**src/rtl/mem_loader_pkg.sv**
```systemverilog
// Shared constants for the switch/button memory loader: FSM encodings,
// region codes and the default debounce length.
package mem_loader_pkg;
  localparam int DEBOUNCE_DEFAULT = 1000000;

  localparam logic [1:0] CAP_HI = 2'd0;
  localparam logic [1:0] CAP_LO = 2'd1;
  localparam logic [1:0] WRITE  = 2'd2;
  localparam logic [1:0] FULL   = 2'd3;

  localparam logic REGION_INSTR = 1'b0;
  localparam logic REGION_DATA  = 1'b1;
endpackage

```
**src/rtl/mem_loader_if.sv**
```systemverilog
// Memory write port driven by the loader, plus the FSM state for observation.
// Strobe semantics: wr_en is high for exactly one cycle and there is no ready;
// wr_region/wr_addr/wr_data are registered and stable for that whole cycle.
interface mem_loader_if #(
  parameter int ADDR_W = 7
);
  logic              wr_en;
  logic              wr_region;
  logic [ADDR_W-1:0] wr_addr;
  logic [31:0]       wr_data;
  logic [1:0]        state;

  modport master (output wr_en, output wr_region, output wr_addr, output wr_data, output state);
  modport slave  (input  wr_en, input  wr_region, input  wr_addr, input  wr_data, input  state);
endinterface

```
**src/rtl/mem_loader_btn_debounce.sv**
```systemverilog
// Button conditioner: 2-flop synchronizer, stability counter and a one-cycle
// pulse on the first cycle the debounced level is high.
module btn_debounce #(
  parameter int DEBOUNCE_CYCLES = 1000000
) (
  input  logic clk,
  input  logic reset,
  input  logic raw,
  output logic press
);
  localparam int CNT_W = $clog2(DEBOUNCE_CYCLES + 1);

  logic             sync1;
  logic             sync2;
  logic             level;
  logic             level_q;
  logic [CNT_W-1:0] cnt;

  // The flip lands on the edge where the disagreement count would reach
  // DEBOUNCE_CYCLES, so the counter compares against one less.
  always_ff @(posedge clk) begin
    if (reset) begin
      sync1   <= 1'b0;
      sync2   <= 1'b0;
      level   <= 1'b0;
      level_q <= 1'b0;
      cnt     <= '0;
    end else begin
      sync1   <= raw;
      sync2   <= sync1;
      level_q <= level;
      if (sync2 == level) begin
        cnt <= '0;
      end else if (cnt == CNT_W'(DEBOUNCE_CYCLES - 1)) begin
        level <= ~level;
        cnt   <= '0;
      end else begin
        cnt <= cnt + 1'b1;
      end
    end
  end

  assign press = level & ~level_q;
endmodule

```
**src/rtl/mem_loader.sv**
```systemverilog
// Assembles 32-bit words from two switch halfwords (upper first) and writes
// them with an auto-incrementing address into the selected memory region.
module mem_loader
  import mem_loader_pkg::*;
#(
  parameter int DEBOUNCE_CYCLES = DEBOUNCE_DEFAULT,
  parameter int ADDR_W          = 7
) (
  input  logic               clk,
  input  logic               reset,
  input  logic [15:0]        sw,
  input  logic               btn_load,
  input  logic               btn_region,
  input  logic               btn_rewind,
  output logic [15:0]        led,
  output logic               hi_pending,
  output logic               full,
  mem_loader_if.master       bus
);
  logic        load_press;
  logic        region_press;
  logic        rewind_press;
  logic        load_ev;
  logic        region_ev;
  logic [1:0]  state;
  logic [15:0] hi_reg;

  btn_debounce #(.DEBOUNCE_CYCLES(DEBOUNCE_CYCLES)) u_db_load (
    .clk(clk), .reset(reset), .raw(btn_load), .press(load_press));
  btn_debounce #(.DEBOUNCE_CYCLES(DEBOUNCE_CYCLES)) u_db_region (
    .clk(clk), .reset(reset), .raw(btn_region), .press(region_press));
  btn_debounce #(.DEBOUNCE_CYCLES(DEBOUNCE_CYCLES)) u_db_rewind (
    .clk(clk), .reset(reset), .raw(btn_rewind), .press(rewind_press));

  // Priority: rewind > region > load; losers in the same cycle are dropped.
  assign region_ev = region_press & ~rewind_press;
  assign load_ev   = load_press & ~rewind_press & ~region_press;

  // A region/rewind during WRITE is safe to apply at once: the strobe cycle
  // has already presented the old region/address by the time this edge hits.
  always_ff @(posedge clk) begin
    if (reset) begin
      state         <= CAP_HI;
      hi_reg        <= '0;
      led           <= '0;
      hi_pending    <= 1'b0;
      full          <= 1'b0;
      bus.wr_en     <= 1'b0;
      bus.wr_region <= REGION_INSTR;
      bus.wr_addr   <= '0;
      bus.wr_data   <= '0;
    end else begin
      bus.wr_en <= 1'b0;
      if (rewind_press || region_ev) begin
        if (region_ev) begin
          bus.wr_region <= (bus.wr_region == REGION_INSTR) ? REGION_DATA : REGION_INSTR;
        end
        bus.wr_addr <= '0;
        full        <= 1'b0;
        hi_pending  <= 1'b0;
        state       <= CAP_HI;
      end else begin
        case (state)
          CAP_HI: if (load_ev) begin
            hi_reg     <= sw;
            led        <= sw;
            hi_pending <= 1'b1;
            state      <= CAP_LO;
          end
          CAP_LO: if (load_ev) begin
            bus.wr_data <= {hi_reg, sw};
            led         <= sw;
            hi_pending  <= 1'b0;
            bus.wr_en   <= 1'b1;
            state       <= WRITE;
          end
          WRITE: begin
            if (bus.wr_addr == {ADDR_W{1'b1}}) begin
              full  <= 1'b1;
              state <= FULL;
            end else begin
              bus.wr_addr <= bus.wr_addr + 1'b1;
              state       <= CAP_HI;
            end
          end
          default: ;
        endcase
      end
    end
  end

  assign bus.state = state;
endmodule

```
**src/flat_wrapper.sv**
```systemverilog
// flat-port wrapper written by rule: the top's interface ports become plain ports
module mem_loader_flat import mem_loader_pkg::*;
#(
  parameter int DEBOUNCE_CYCLES = DEBOUNCE_DEFAULT,
  parameter int ADDR_W          = 7
)
  (clk, reset, sw, btn_load, btn_region, btn_rewind, led, hi_pending, full, bus_wr_en, bus_wr_region, bus_wr_addr, bus_wr_data, bus_state);
  mem_loader_if #(.ADDR_W(ADDR_W)) bus_i ();
  input  logic clk;
  input  logic reset;
  input  logic [15:0] sw;
  input  logic btn_load;
  input  logic btn_region;
  input  logic btn_rewind;
  output logic [15:0] led;
  output logic hi_pending;
  output logic full;
  output wire logic [$bits(bus_i.wr_en)-1:0] bus_wr_en;
  output wire logic [$bits(bus_i.wr_region)-1:0] bus_wr_region;
  output wire logic [$bits(bus_i.wr_addr)-1:0] bus_wr_addr;
  output wire logic [$bits(bus_i.wr_data)-1:0] bus_wr_data;
  output wire logic [$bits(bus_i.state)-1:0] bus_state;
  assign bus_wr_en = bus_i.wr_en;
  assign bus_wr_region = bus_i.wr_region;
  assign bus_wr_addr = bus_i.wr_addr;
  assign bus_wr_data = bus_i.wr_data;
  assign bus_state = bus_i.state;
  mem_loader #(.DEBOUNCE_CYCLES(DEBOUNCE_CYCLES), .ADDR_W(ADDR_W)) u_core (.clk(clk), .reset(reset), .sw(sw), .btn_load(btn_load), .btn_region(btn_region), .btn_rewind(btn_rewind), .led(led), .hi_pending(hi_pending), .full(full), .bus(bus_i));
endmodule
```
**config.mk**
```make
export PLATFORM = sky130hd
export DESIGN_NAME = mem_loader_flat
export DESIGN_NICKNAME = d
export VERILOG_FILES = /design/src/rtl/mem_loader_pkg.sv /design/src/rtl/mem_loader_if.sv /design/src/rtl/mem_loader_btn_debounce.sv /design/src/rtl/mem_loader.sv /design/src/flat_wrapper.sv
export SDC_FILE = /design/constraint.sdc
export NUM_CORES = 1
export LEC_CHECK = 0
export BUFFER_PORTS_ARGS = -buffer_cell sky130_fd_sc_hd__buf_4
export CAP_MARGIN = 5
export CORE_MARGIN = 1.5
export CORE_UTILIZATION = 59
export CTS_BUF_LIST = sky130_fd_sc_hd__clkbuf_4 sky130_fd_sc_hd__clkbuf_8
export CTS_CLUSTER_SIZE = 14
export DETAILED_ROUTE_END_ITERATION = 16
export HOLD_SLACK_MARGIN = 0.15
export PLACE_DENSITY = 0.81
export RECOVER_POWER = 100
export SYNTH_ARGS = -nofsm -noshare
export SYNTH_HDL_FRONTEND = slang
export SYNTH_SLANG_ARGS = --single-unit
```
**constraint.sdc**
```tcl
create_clock -name clk -period 2.4 [get_ports clk]
set_clock_uncertainty 0.1 [all_clocks]
set_input_delay 0.24 -clock clk [delete_from_list [all_inputs] [get_ports clk]]
set_output_delay 0.24 -clock clk [all_outputs]
set_load 0.05 [all_outputs]
```
=== After elaboration in Yosys (flattened, before gate mapping) ===
Index checks and enable logic that the tools add are counted.

* Muxes and demuxes: 9
* $add $sub $neg: 4
* Bitwise logic cells: 20
* Shift operators: 0
* Magnitude comparators: 0
* Reduce and logical (&&, ||, !) cells: 21
* Equal/unequal tests: 11
* $mul: 0
* Div/mod/pow operators: 0

{| class="wikitable"
|+ Operators by type and width
! operator !! count
|-
| $add A20 B1 Y20 const B || 3
|-
| $eq A20 B20 Y1 const B || 3
|-
| $reduce_and A3 Y1 || 5
|-
| $not A1 Y1 || 14
|-
| $reduce_and A2 Y1 || 6
|-
| $reduce_or A3 Y1 || 4
|-
| $add A7 B1 Y7 const B || 1
|-
| $eq A7 B7 Y1 const B || 1
|-
| $and A1 B1 Y1 || 6
|-
| $mux W2 || 3
|-
| $pmux W2 S3 || 1
|-
| $mux W1 || 4
|-
| $ne A2 B1 Y1 const B || 2
|-
| $reduce_or A2 Y1 || 2
|-
| $eq A1 B1 Y1 || 3
|-
| $reduce_bool A3 Y1 || 1
|-
| $eq A2 B1 Y1 const B || 1
|-
| $eq A2 B2 Y1 const B || 1
|-
| $logic_not A2 Y1 || 1
|-
| $pmux W1 S2 || 1
|-
| $reduce_bool A2 Y1 || 1
|-
| $logic_or A1 B1 Y1 || 1
|}

* Logic and storage cells: 89
* Register bits after elaboration: 149
* Output and inout port bits: 61
* Memories kept: 0
* RAM bits: 0
* Memory bits (read-only): 0
* Latch bits: 0
* Bits of input ports: 21

=== Longest topological paths before layout ===
* Depth after elaboration: 7
* Depth in mapped cells: 8
* Gate-level depth less buffers: 6

=== Cells and area by module ===
Synthesis repeated with hierarchy kept, for this count alone.

* Cell total of the unflattened synthesis: 697
* Area total of the unflattened synthesis: 6,167.2 um^2

{| class="wikitable"
|+ By module, submodules not included
! module !! cells each !! area each (um^2) !! sequential area each (um^2) !! instances
|-
| btn_debounce || 114 || 1,066.0 || 480.5 || 3
|-
| mem_loader || 355 || 2,969.1 || 1,541.5 || 1
|}

=== Worst setup path before layout ===
OpenSTA, ideal clock, no wires.

* Path kind: flip-flop to flip-flop
* Start point: register u_core.state[1] (netlist: u_core.bus.state[1])
* End point: register u_core.led[10]
* Buffers on the path: 2
* Period minus slack after synthesis: 2.345 ns
* Data required time: 2.172 ns
* Arrival: 2.118 ns
* Slack: 0.055 ns
* Cell stages (with the launch flop): 9
* Setup time: 0.128 ns
* Path through: dfxtp_1 inv_1 ha_1 clkbuf_1 nor2_1 nor4_4 buf_2 mux2i_1 nor2_1

* Cells in the longest elaborated chain, start to end: 3
* Elaborated cells on any way between the ends: 4
* Those cells by class: eq/ne (1); reduce/logical (3)

{| class="wikitable"
|+ RTL lines
! what !! line !! text
|-
| start, declared || mem_loader.sv:25 || <nowiki>logic [1:0] state;</nowiki>
|-
| start signal, assigned || mem_loader.sv:43 || <nowiki>state <= CAP_HI;</nowiki>
|-
| start signal, assigned || mem_loader.sv:61 || <nowiki>state <= CAP_HI;</nowiki>
|-
| start signal, assigned || mem_loader.sv:68 || <nowiki>state <= CAP_LO;</nowiki>
|-
| $eq A2 B1 Y1 / $logic_not A2 Y1 (equally long branches) || mem_loader.sv:63 || <nowiki>case (state)</nowiki>
|-
| $reduce_or A2 Y1 (no source line) * || n/a ||
|-
| $reduce_and A3 Y1 (no source line) * || n/a ||
|-
| end signal, assigned || mem_loader.sv:66 || <nowiki>led <= sw;</nowiki>
|-
| end signal, assigned || mem_loader.sv:72 || <nowiki>led <= sw;</nowiki>
|-
| end, declared || mem_loader.sv:15 || <nowiki>output logic [15:0] led,</nowiki>
|}

Every way passes the cells marked *; elsewhere a longest branch is shown, timed or not.
A chain may end at the register's enable or synchronous reset.

=== Final worst setup path ===
* Start point: register u_core.u_db_load.cnt[5]
* End point: register u_core.u_db_load.cnt[17]

* Cells in the longest elaborated chain, start to end: 2
* Elaborated cells on any way between the ends: 3
* Those cells by class: add/sub (1); eq/ne (1); reduce/logical (1)

{| class="wikitable"
|+ RTL lines
! what !! line !! text
|-
| start, declared || mem_loader_btn_debounce.sv:17 || <nowiki>logic [CNT_W-1:0] cnt;</nowiki>
|-
| start signal, assigned || mem_loader_btn_debounce.sv:38 || <nowiki>cnt <= cnt + 1'b1;</nowiki>
|-
| branches (longest 2 deep; another with $add A20 B1 Y20) || n/a ||
|}

Several ways; the timed one is not identified.

==> impl_metrics.csv <==
group,metric,value,unit
floorplan,initial_core_util,60.71,%
global_routing,grtUsageTotal,25.72,%
global_routing,antenna_found_initial,0,
route,wl_met1,5.877,mm
layout,drive_gt1_share,8.593,%
floorplan,coreArea,9774,µm²
timing,timing.final.crit_period,2.210,ns
yosys,ys_warn_count,0,
yosys,synth_seq_area_share,50.26,%
clock_network,htreeDepth,4,
yosys,avgSynthCellArea,8.663,µm²
yosys,ys_ff_latch,149,
yosys,yosysTopAreaCellShare,50.26,%
power,vdd_drop_max,360.0,µV
global_routing,grt_pass1_vias,4702,
placement,numPortBuffers,81,
worst_setup_path,crit_path_max_fanout,9,
timing,worstMarginPinSlew,1.126,ns
route,highest_layer,"met4",
yosys,netlist_area,5934,µm²
yosys,yosys.area.top_type,"dfxtp_1",
min_path,hold_class,"flip-flop to flip-flop",
route,wl_met3,761,µm
worst_setup_path,start_kind,"flip-flop",
layout,fillers,765,
worst_setup_path,crit_required,2.67,ns
timing,fin_setup_tns,0,ns
placement,gp_congestion,0.9022,
route,routed-via-count,5223,
power,p_per_area,638.4,nW/µm²
layout,top_register,"u_core.bus.wr_data",
yosys,synth_area_leaders,"dfxtp_1 (50%), nand2_1 (6.5%), a21oi_1 (6.1%), xnor2_1 (5.2%), nor2_1 (4.8%)",
timing,fmax,452.5,MHz
route,viasPerCell,5.580,
route,postRouteAntennaNets,0,
route,drt_first_iter_violations,184,
yosys,netlist-cell-type-count,40,
timing,finalSetupViolCount,0,
worst_setup_path,crit_path_end_kind,"flip-flop",
timing,rsz0062_at_grt,"no",
timing,hold_ws,0.3454,ns
placement,place_hpwl,8.683,mm
yosys,syn_inst,685,
clock_network,cts_buffers,17,
route,dr_wl_met2,6.433,mm
timing,max-slew-margin-rel,24.54,%
flow_run,max_cap_viol_count,0,
route,drt_first_pass_iters,6,
clock_network,cts.sinks,149,
floorplan,die_h,103.3,µm
clock_network,cts_buffer_depth,2,
clock_network,clock_latency,0.44,ns
clock_network,cts_root_buf,"clkbuf_8",
clock_network,cts_tree,"yes",
route,wl_per_cell,14.57,µm
timing,hold_viol,0,
global_routing,grt_max_degree,44,
floorplan,die_x,103.3,µm
timing,slew_violations,0,
worst_setup_path,cp.arrival,2.48,ns
global_routing,grt_first_pass_wirelength,21.42,mm
clock_network,cts.clk_slew.worst_paths,0.08,ns
power,p_leak,2.247,nW
status,status,"finished clean",
floorplan,die-area,10670,µm²
global_routing,overflow,0,
route,wl,13.64,mm
route,drc_errors,0,
layout,largest_reg_flops,32,
layout,area_delta_synth_final,19.44,%
worst_setup_path,critical_path_class,"flip-flop to flip-flop",
floorplan,pin_count,82,
yosys,syn_nets,713,
timing,min_period_over_period,92.07,%
layout,diodes,0,
floorplan,rows,36,
layout,final_nets,818,
==> cell type report <==
cell class                 count  area [µm²]  share of cell area, %
clock buffer                  20       275.3                  3.883
clock inverter                12       128.9                  1.818
inverter                      20       75.07                  1.059
multi-input combinational    484        2753                  38.83
sequential                   149        2983                  42.08
tap                          133       166.4                  2.348
timing repair buffer         118       706.9                  9.974
==> kinds of logic after synthesis <==
| family | after synthesis | synth area share [%] |
|---|---|---|
| muxes | 18 | 3.036 |
| buffers and inverters | 52 | 3.373 |
| and+or+nand+nor | 309 | 25.45 |
| DFF | 149 | 50.26 |
| AOI/OAI and AO/OA | 104 | 9.614 |
| adders and majority gates | 7 | 1.476 |
| xor gates and xnor gates | 46 | 6.789 |
==> power breakdown <==
part | total [W] | switching, W | internal, W | leakage, nW
logic | 0.000115 | 0.0000604 | 0.0000545 | 0.845
clock network | 0.00193 | 0.000929 | 0.00100 | 0.201
registers | 0.00248 | 0.00000305 | 0.00248 | 1.20
==> layer usage <==
| metal | up-vias | global-route usage [%] |
|---|---|---|
| li1 | 2551 | - |
| met1 | 2449 | 32.47 |
| met2 | 174 | 41.19 |
| met3 | 49 | 5.376 |
| met4 | 0 | 14.55 |
| met5 | - | 0 |
==> timing repair <==
| item | CTS | global route |
|---|---|---|
| endpoints found under the hold margin | 60 | 0 |
| hold buffers | 25 | 0 |
| resized for setup | 0 | 2 |
| setup endpoints to repair | 0 | 2 |
| buffers inserted | 0 | 3 |
==> synthesized netlist by cell type (all sizes together) <==
master	number
nand4	16
o31ai	10
or3b	1
a21o	1
o2bb2ai	1
nor3	12
a211oi	3
xor2	11
nand4bb	1
nand2b	3
o21ai	13
and3	3
and2	2
dfxtp	149
a311oi	1
a31oi	1
or4	12
ha	7
nand4b	1
nor3b	1
a21boi	1
nand3	29
nor2	76
or2	1
a41oi	1
clkbuf	28
mux2i	18
nand2	103
or3	17
inv	20
xnor2	35
a21oi	72
nor2b	12
nor4b	5
nor4	10
and4	4
buf	4
==> metrics by stage <==
step | setup slack [ns] | cell area, µm² | total power, W | utilization (%) | cells
final | 0.1902 | 7088 | 0.004525 | 72.52 | 936
after CTS | 0.05862 | 7311 | 0.004539 | 74.80 | 933
after global placement | 0.3427 | 6656 | 0.002619 | 68.10 | 876
after floorplan | 0.05496 | 5934 | 0.002573 | - | 685
after detailed placement | 0.2424 | 6656 | 0.002620 | 68.10 | 876
after global routing | 0.03845 | 7088 | 0.004663 | 72.52 | 936
==> worst max-delay path: stages, from the launching register on <==
cell and delay [ns]:
dfxtp_1 0.46, nand4_2 0.20, or4_1 0.71, or4_1 0.52, a21oi_1 0.16
==> path summary, 6_finish.rpt <==
kind / startpoint / to / slack [ns] / cells past startpoint
max: u_core.u_db_load.cnt[5] / u_core.u_db_load.cnt[17] / 0.19 / 4
min: u_core.u_db_region.sync1 / u_core.u_db_region.sync2 / 0.35 / 1
max reg2reg: u_core.u_db_load.cnt[5] / u_core.u_db_load.cnt[17] / 0.19 / 4
min reg2reg: u_core.u_db_region.sync1 / u_core.u_db_region.sync2 / 0.35 / 1
==> cells in the final DEF, fill, tap and decap left out, drive strengths merged, types with 2 or more instances in the layout <==
master       Yosys  final
a211oi           3      3
a21oi           72     72
and2             2      2
and3             3      3
and4             4      4
buf              4     26
bufinv           0      2
clkbuf          28     87
clkinv           0      7
clkinvlp         0      3
dfxtp          149    149
dlygate4sd3      0     25
ha               7      7
inv             20     20
mux2i           18     18
nand2          103    103
nand2b           3      3
nand3           29     29
nand4           16     16
nor2            76     76
nor2b           12     12
nor3            12     12
nor4            10     10
nor4b            5      5
o21ai           13     13
o31ai           10     10
or3             17     17
or4             12     12
xnor2           35     35
xor2            11     11
No activity file was read; power rests on OpenSTA's default activity.
